--- config.mk ---
export PLATFORM = sky130hd
export DESIGN_NAME = ps2_host_tx
export DESIGN_NICKNAME = d
export VERILOG_FILES = /design/src/rtl/ps2_pkg.sv /design/src/rtl/ps2_sync_edge.sv /design/src/rtl/ps2_host_tx.sv
export SDC_FILE = /design/constraint.sdc
export NUM_CORES = 1
export LEC_CHECK = 0
export ABC_AREA = 1
export CAP_MARGIN = 20
export CORE_UTILIZATION = 50
export CTS_CLUSTER_SIZE = 28
export DETAILED_ROUTE_END_ITERATION = 10
export HOLD_SLACK_MARGIN = 0.02
export PLACE_DENSITY = 0.67
export SYNTH_ARGS = -nofsm -noshare
export SYNTH_HDL_FRONTEND = slang
export SYNTH_HIERARCHICAL = 1
export SYNTH_SLANG_ARGS = --single-unit
--- constraint.sdc ---
create_clock -name clk -period 3.1 [get_ports clk]
set_clock_uncertainty 0.05 [all_clocks]
set_input_delay 0.31 -clock clk [delete_from_list [all_inputs] [get_ports clk]]
set_output_delay 0.31 -clock clk [all_outputs]
set_load 0.01 [all_outputs]
--- src/rtl/ps2_pkg.sv ---
// Shared PS/2 definitions: host-tx state encoding, command bytes, frame geometry.
// Optional ACK state is present only when PS2_TX_ACK_EN is defined.
package ps2_pkg;

  typedef enum logic [2:0] {
    IDLE,
    INHIBIT,
    REQ,
    SEND,
`ifdef PS2_TX_ACK_EN
    ACK,
`endif
    FINISH
  } ps2_state_t;

  localparam logic [7:0] CMD_SET_LED = 8'hED;
  localparam logic [7:0] CMD_RESET   = 8'hFF;
  localparam logic [7:0] CMD_ECHO    = 8'hEE;

  // start + 8 data + parity + stop
  localparam int FRAME_BITS = 11;

  function automatic logic odd_parity(input logic [7:0] d);
    return ~^d;
  endfunction

endpackage

--- src/rtl/ps2_sync_edge.sv ---
// Purpose: 2-flop synchroniser for the PS/2 clock and data lines plus clock falling-edge detect.
// Latency: clk_fall and data_sync appear 2 cycles after the line changes; edge pulse lasts 1 cycle.
// Backpressure: none; free-running sampler.
module ps2_sync_edge (
  input  logic clk,
  input  logic rst,
  input  logic ps2_clk_i,
  input  logic ps2_data_i,
  output logic data_sync,
  output logic clk_fall
);

  logic clk_meta;
  logic clk_sync;
  logic clk_prev;
  logic data_meta;

  always_ff @(posedge clk) begin
    if (rst) begin
      clk_meta  <= 1'b0;
      clk_sync  <= 1'b0;
      clk_prev  <= 1'b0;
      data_meta <= 1'b0;
      data_sync <= 1'b0;
    end else begin
      clk_meta  <= ps2_clk_i;
      clk_sync  <= clk_meta;
      clk_prev  <= clk_sync;
      data_meta <= ps2_data_i;
      data_sync <= data_meta;
    end
  end

  assign clk_fall = clk_prev & ~clk_sync;

endmodule

--- src/rtl/ps2_host_tx.sv ---
// Purpose: PS/2 host-to-device byte transmitter (inhibit, request-to-send, 11-bit frame, optional ACK via PS2_TX_ACK_EN).
// Latency: INHIBIT_CYCLES + one REQ cycle + device-clocked frame; done/err are single-cycle pulses.
// Backpressure: tx_ready high only in IDLE; tx_valid while busy is dropped, not queued.
module ps2_host_tx
  import ps2_pkg::*;
#(
  parameter int INHIBIT_CYCLES = 5000,
  parameter int TIMEOUT_CYCLES = 1000000
) (
  input  logic       clk,
  input  logic       rst,
  input  logic       tx_valid,
  input  logic [7:0] tx_data,
  output logic       tx_ready,
  input  logic       ps2_clk_i,
  input  logic       ps2_data_i,
  output logic       ps2_clk_oe,
  output logic       ps2_data_oe,
  output logic       done,
  output logic       err,
  output logic       busy
);

  localparam int INH_W = $clog2(INHIBIT_CYCLES + 1);
  localparam int TO_W  = $clog2(TIMEOUT_CYCLES + 1);

  ps2_state_t state_q, state_d;

  logic [INH_W-1:0]        inh_cnt_q;
  logic [TO_W-1:0]         to_cnt_q;
  logic [3:0]              bit_idx_q;
  logic [FRAME_BITS-2:0]   frame_q;      // {stop, parity, d7..d0}
  logic                    data_low_q;
  logic                    stop_sent_q;
  logic                    data_sync;
  logic                    clk_fall;
  logic                    timed;
  logic                    timeout;
  logic                    inh_last;

  ps2_sync_edge u_sync (
    .clk        (clk),
    .rst        (rst),
    .ps2_clk_i  (ps2_clk_i),
    .ps2_data_i (ps2_data_i),
    .data_sync  (data_sync),
    .clk_fall   (clk_fall)
  );

`ifndef PS2_TX_ACK_EN
  logic unused_data_sync;
  assign unused_data_sync = data_sync;
`endif

  always_comb begin
    timed = (state_q == REQ) || (state_q == SEND);
`ifdef PS2_TX_ACK_EN
    if (state_q == ACK) timed = 1'b1;
`endif
  end

  // A falling edge restarts the window, so it takes precedence over expiry.
  assign timeout  = timed && (to_cnt_q == TO_W'(TIMEOUT_CYCLES - 1)) && !clk_fall;
  assign inh_last = (inh_cnt_q == INH_W'(INHIBIT_CYCLES - 1));

  always_ff @(posedge clk) begin
    if (rst) state_q <= IDLE;
    else     state_q <= state_d;
  end

  always_comb begin
    state_d     = state_q;
    ps2_clk_oe  = 1'b0;
    ps2_data_oe = 1'b0;
    done        = 1'b0;
    err         = 1'b0;
    case (state_q)
      IDLE: begin
        if (tx_valid) state_d = INHIBIT;
      end
      INHIBIT: begin
        ps2_clk_oe = 1'b1;
        if (inh_last) state_d = REQ;
      end
      REQ: begin
        ps2_data_oe = 1'b1;
        state_d     = SEND;
      end
      SEND: begin
        ps2_data_oe = data_low_q;
        if (clk_fall && stop_sent_q) begin
`ifdef PS2_TX_ACK_EN
          state_d = ACK;
`else
          state_d = FINISH;
`endif
        end
      end
`ifdef PS2_TX_ACK_EN
      ACK: begin
        if (clk_fall) begin
          if (data_sync) begin
            err     = 1'b1;
            state_d = IDLE;
          end else begin
            state_d = FINISH;
          end
        end
      end
`endif
      FINISH: begin
        done    = 1'b1;
        state_d = IDLE;
      end
      default: state_d = IDLE;
    endcase

    if (timeout) begin
      ps2_clk_oe  = 1'b0;
      ps2_data_oe = 1'b0;
      err         = 1'b1;
      state_d     = IDLE;
    end

    // Lines are released and pulses suppressed in the reset cycle itself.
    if (rst) begin
      ps2_clk_oe  = 1'b0;
      ps2_data_oe = 1'b0;
      done        = 1'b0;
      err         = 1'b0;
    end
  end

  always_ff @(posedge clk) begin
    if (rst) begin
      inh_cnt_q   <= '0;
      to_cnt_q    <= '0;
      bit_idx_q   <= '0;
      frame_q     <= '0;
      data_low_q  <= 1'b0;
      stop_sent_q <= 1'b0;
    end else begin
      if (state_q == IDLE && tx_valid) begin
        frame_q   <= {1'b1, odd_parity(tx_data), tx_data};
        inh_cnt_q <= '0;
      end

      if (state_q == INHIBIT) begin
        inh_cnt_q   <= inh_cnt_q + INH_W'(1);
        bit_idx_q   <= '0;
        stop_sent_q <= 1'b0;
        data_low_q  <= 1'b1;
      end

      if (state_q == INHIBIT || clk_fall) to_cnt_q <= '0;
      else if (timed)                     to_cnt_q <= to_cnt_q + TO_W'(1);

      if (state_q == SEND && clk_fall && !stop_sent_q) begin
        data_low_q <= ~frame_q[bit_idx_q];
        if (bit_idx_q == 4'd9) stop_sent_q <= 1'b1;
        else                   bit_idx_q   <= bit_idx_q + 4'd1;
      end
    end
  end

  assign tx_ready = (state_q == IDLE);
  assign busy     = ~tx_ready;

endmodule

Word-level counts from Yosys, hierarchy flattened
Cells that the tools add are included.
{ "classes": {"n_addsub": 3, "multipliers": 0, "div": 0, "order_cmp": 1, "eq_ne": 10, "shift": 0, "muxes": 26, "bitwise": 4, "reduce_logical": 17} }
{ "ops": {"columns": ["op", "n"], "rows": [
  ["13-bit 2-to-1 mux", 2],
  ["20-bit by 1-bit adder with 20-bit output (second input constant)", 1],
  ["20-bit == test (second input constant)", 1],
  ["1-bit 2-to-1 mux", 15],
  ["13-bit by 1-bit adder with 13-bit output (second input constant)", 1],
  ["13-bit == test (second input constant)", 1],
  ["4-bit 2-to-1 mux", 3],
  ["3-bit case mux with 4 select lines", 1],
  ["3-bit 2-to-1 mux", 3],
  ["8-bit XNOR reduction", 1],
  ["3-bit by 2-bit == test with 1-bit output (second input constant)", 2],
  ["1-bit logical AND", 6],
  ["4-bit by 5-bit less-than comparator with 1-bit output (second input constant)", 1],
  ["4-bit by 1-bit adder with 4-bit output (second input constant)", 1],
  ["1-bit binary-select mux with 4-bit select", 1],
  ["4-bit == test (second input constant)", 1],
  ["2-bit != test (second input constant)", 2],
  ["2-bit nonzero test", 2],
  ["2-bit OR reduction", 2],
  ["3-bit by 1-bit == test with 1-bit output (second input constant)", 1],
  ["3-bit == test (second input constant)", 1],
  ["3-bit logical NOT", 1],
  ["1-bit inverter", 3],
  ["3-bit AND reduction", 1],
  ["5 further kinds", 7]
]} }
{ "totals": {"ff_bits": 55, "latchBits": 0, "mem_bits_rw": 0, "rom_bits": 0, "in_bits": 13, "wordCells": 71, "mem_count": 0} }

Logic depth before layout (Yosys ltp)
{ "logic_depth": {"word_depth": 6, "mapped_depth": 9} }

Cells and area by module
Netlist, hierarchy kept.
{ "modules_own_cells": {"columns": ["module", "instances", "cells_per_inst", "area_per_inst_um2", "seq_area_each_um2"], "rows": [
  ["ps2_host_tx", 1, 433, 2865.2, 1041.0],
  ["ps2_sync_edge", 1, 17, 145.1, 100.1]
]} }

Worst setup path before layout
OpenSTA, ideal clock, no wires.
{ "synth_timing": {"path_kind": "reg2out", "start": "register to_cnt_q[0]", "end": "output err", "arrival_ps": 1229, "required_ps": 2740, "setup_slack_ps": 1511, "stages_incl_launch_ff": 6, "path_buffers": 0, "path_cell_list": "dfxtp_1 -> ha_1 -> nand2_1 -> nor3_1 -> nand4_1 -> nor2_1"} }
{ "synth_between": {"elab_chain_len": 5} }
{ "synth_lines": {"columns": ["item", "line", "rtl"], "rows": [
  ["start: declaration", "ps2_host_tx.sv:30", "logic [TO_W-1:0] to_cnt_q;"],
  ["start signal: assignment", "ps2_host_tx.sv:156", "else if (timed) to_cnt_q <= to_cnt_q + TO_W'(1);"],
  ["20-bit == test", "ps2_host_tx.sv:63", "assign timeout = timed && (to_cnt_q == TO_W'(TIMEOUT_CYCLES - 1)) && !clk_fall;"],
  ["1-bit logical AND (2 in a row)", "ps2_host_tx.sv:63", null],
  ["1-bit 2-to-1 mux", "ps2_host_tx.sv:118", "if (timeout) begin"],
  ["1-bit 2-to-1 mux", "ps2_host_tx.sv:126", "if (rst) begin"],
  ["end: declaration", "ps2_host_tx.sv:20", "output logic err,"]
]} }
No other way between the ends.

Worst setup path in the final report
{ "layout_timing": {"start": "register to_cnt_q[0]", "end": "output ps2_data_oe"} }
{ "layout_between": {"elab_chain_len": 5} }
{ "layout_lines": {"columns": ["item", "line", "rtl"], "rows": [
  ["20-bit == test", "ps2_host_tx.sv:63", null],
  ["1-bit logical AND (2 in a row)", "ps2_host_tx.sv:63", null],
  ["1-bit 2-to-1 mux", "ps2_host_tx.sv:118", null],
  ["1-bit 2-to-1 mux", "ps2_host_tx.sv:126", null],
  ["end: declaration", "ps2_host_tx.sv:18", "output logic ps2_data_oe,"]
]} }
No other way between the ends.

==> summary.md <==
| Metric | Value |
|---|---|
| TritonCTS Sinks | 55 |
| Post-synthesis cell count | 444 |
| Worst setup path start | to_cnt_q[0] |
| H-tree depth | 2 |
| Period minus WS final | 2560 ps |
| Share of cells above drive strength 1 | 0.0517 |
| Synth-to-Final Area Change | 10.7% |
| Max_cap viols | 0 |
| Slew @ Worst Pin | 437 ps |
| Cells after DPL | 528 |
| Final #Nets | 480 |
| Worst setup EP type | output pin |
| Starting Density | 0.527 |
| Core ar. | around 5600 um2 |
| Final period util | 0.825 |
| CTS tree | yes |
| Antenna violations before repair | 0 |
| Pwr Density | 437 nW/um2 |
| Worst reg2reg startpoint | state_q[2] |
| Residual DRC | 0 |
| Slew Limit Fails | 0 |
| Mapped cell area | 2960 um2 |
| DP Area | between 3000 and 4000 um2 |
| Cell Count, Final, Fillers Out | 536 |
| Fmax | 391 MHz |
| Relative slew margins | 0.705 |
| Max stage delay on crit path | 470 ps |
| Largest net degree at the start of global routing | 19 |
| Die Y | around 80 um |
| Avg WL per Cell | 11.4 um |
| Worst Setup Path Type | reg2out |
| CTS clock-pin slew for the worst setup and hold paths | about 100 ps |
| Ys Warns | 6 |
| Fill cells | between 500 and 600 |
| Die width | 78.9 um |
| WP data arrival | roughly 2200 ps |
| TritonRoute pass-1 iters | 4 |
| Leak | approximately 1.3 nW |
| Worst vdd ir | approximately 0.00037 V |
| Setup crit start kind | flop |
| Post-CTS Setup Repair Bufs | 0 |
| Num CTS Buffers | 5 |
| Top Ports | 19 |
| Worst Hold Class | reg2reg |
| Synthesized Nets | around 460 |
| Total power | 1.43 mW |
| RSZ-0062 raised after global routing | false |
| Outcome | completed |
| Post-detailed-routing wire length | between 6000 and 7000 um |
| Post-route ant nets | 0 |
| Worst path cell trace | ha_1, nand2_1, nor3_1, nand4_1, nand2_1, nor2_1, clkdlybuf4s50_1 |
| Number of global-route vias before repair | 2447 |
| Hold-fix buffers at CTS | 0 |
| Routability Congestion | 0.823 |
| Number of DRC markers in iteration 0 | around 120 |
| Post-CTS sizing | 0 |
| Hold_sp | u_sync/clk_meta |
| IO Port Bufs | 17 |
| Worst skew pair latency | ~300 ps |
| Critical Path RT | 2740 ps |
| Die area | between 6000 and 7000 um2 |
| First-pass GRT wire length | 10700 um |
| Critical path's top delay family | simple AND/OR/NAND/NOR gates |
| CTS root buf | clkbuf_8 |
| Antenna diodes | 0 |
| Worst path bufs/invs | 1 |
| Non-Filler Cell Area, Final | 3270 um2 |
| CP max-delay cell | clkdlybuf4s50_1 |
| Setup Total Neg Slack | 0 ps |
| Crit-path most repeated cell | nand2_1 |
| DR vias/cell | 5.04 |
| Syn Area/Cell | between 6 and 7 um2 |
| Final setup violation count | 0 |
| Crit Path Max Fanout | 5 |
| GRT Overall Usage | 0.214 |
| Hold Vio Cnt, Final | 0 |
| Longest Clk Path Bufs | 2 |
| HPWL after detailed placement | about 4500 um |
| Rows | 27 |
| Global route total overflow | 0 |
| Routed via count | 2700 |
-- through the flow --
stage	setup WS, ps	hold slack [ps]	util
2_1_floorplan	1510	329	-
3_3_place_gp	872	346	0.569
3_5_place_dp	876	347	0.569
4_1_cts	526	367	0.583
5_1_grt	391	385	0.583
6_report	542	368	0.583
-- registers in the layout (all words and copies together), names as in the netlist --
register and cells:
bit_idx_q 4, u_sync/clk_sync 1, u_sync/clk_meta 1, data_low_q 1
inh_cnt_q 13, state_q 3, frame_q 10, to_cnt_q 20
u_sync/clk_prev 1, stop_sent_q 1
-- final cells by class --
class	count	area, um2	area share
Tap cell	72	90.1	0.0275
Clock inverter	1	5.00	0.00153
Inverter	70	263	0.0803
Clock buffer	7	76.3	0.0233
Multi-Input combinational cell	312	1550	0.474
Sequential cell	55	1100	0.337
Timing Repair Buffer	19	185	0.0566
-- report_power, final --
part | switching (mW) | internal [mW] | leakage [nW]
combinational | 0.182 | 0.0987 | 0.781
clock | 0.226 | 0.159 | 0.0422
sequential | 0.0210 | 0.740 | 0.447
total | 0.429 | 0.999 | 1.27
-- cells in the final DEF (no fill, tap or decap), drive strengths merged --
cell and count:
a21oi 39, dfxtp 55, or2 2, nor3 9
a31oi 1, clkdlybuf4s50 17, nor2 55, o21a 1
xor2 7, ha 4, nor4 1, o21bai 1
clkinv 1, nand3 40, buf 2, nand2 104
inv 70, nand3b 1, o211ai 2, o21ai 29
nand4 11, clkbuf 7, xnor2 5
-- layer usage --
layer	share of wire	up-vias	track usage
met3	0.032	4	0.0379
met2	0.43	32	0.344
met5	0	-	0
met1	0.53	1208	0.296
li1	-	1456	-
met4	0.0080	0	0.0545
-- final timing paths --
path	to	slack [ps]	cells past startpoint
max reg2reg	to_cnt_q[2]	1340	6
min reg2reg	u_sync/clk_sync	370	2
max	ps2_data_oe	540	7
min	u_sync/clk_sync	370	2
-- worst register-to-register path: stages (launching register included) --
cell and delay (ps):
dfxtp_1 410, inv_2 90, nand3_2 210, nand3_2 340
inv_1 330, o21ai_0 140, a21oi_1 130
Power figures use the tool's default switching activity.
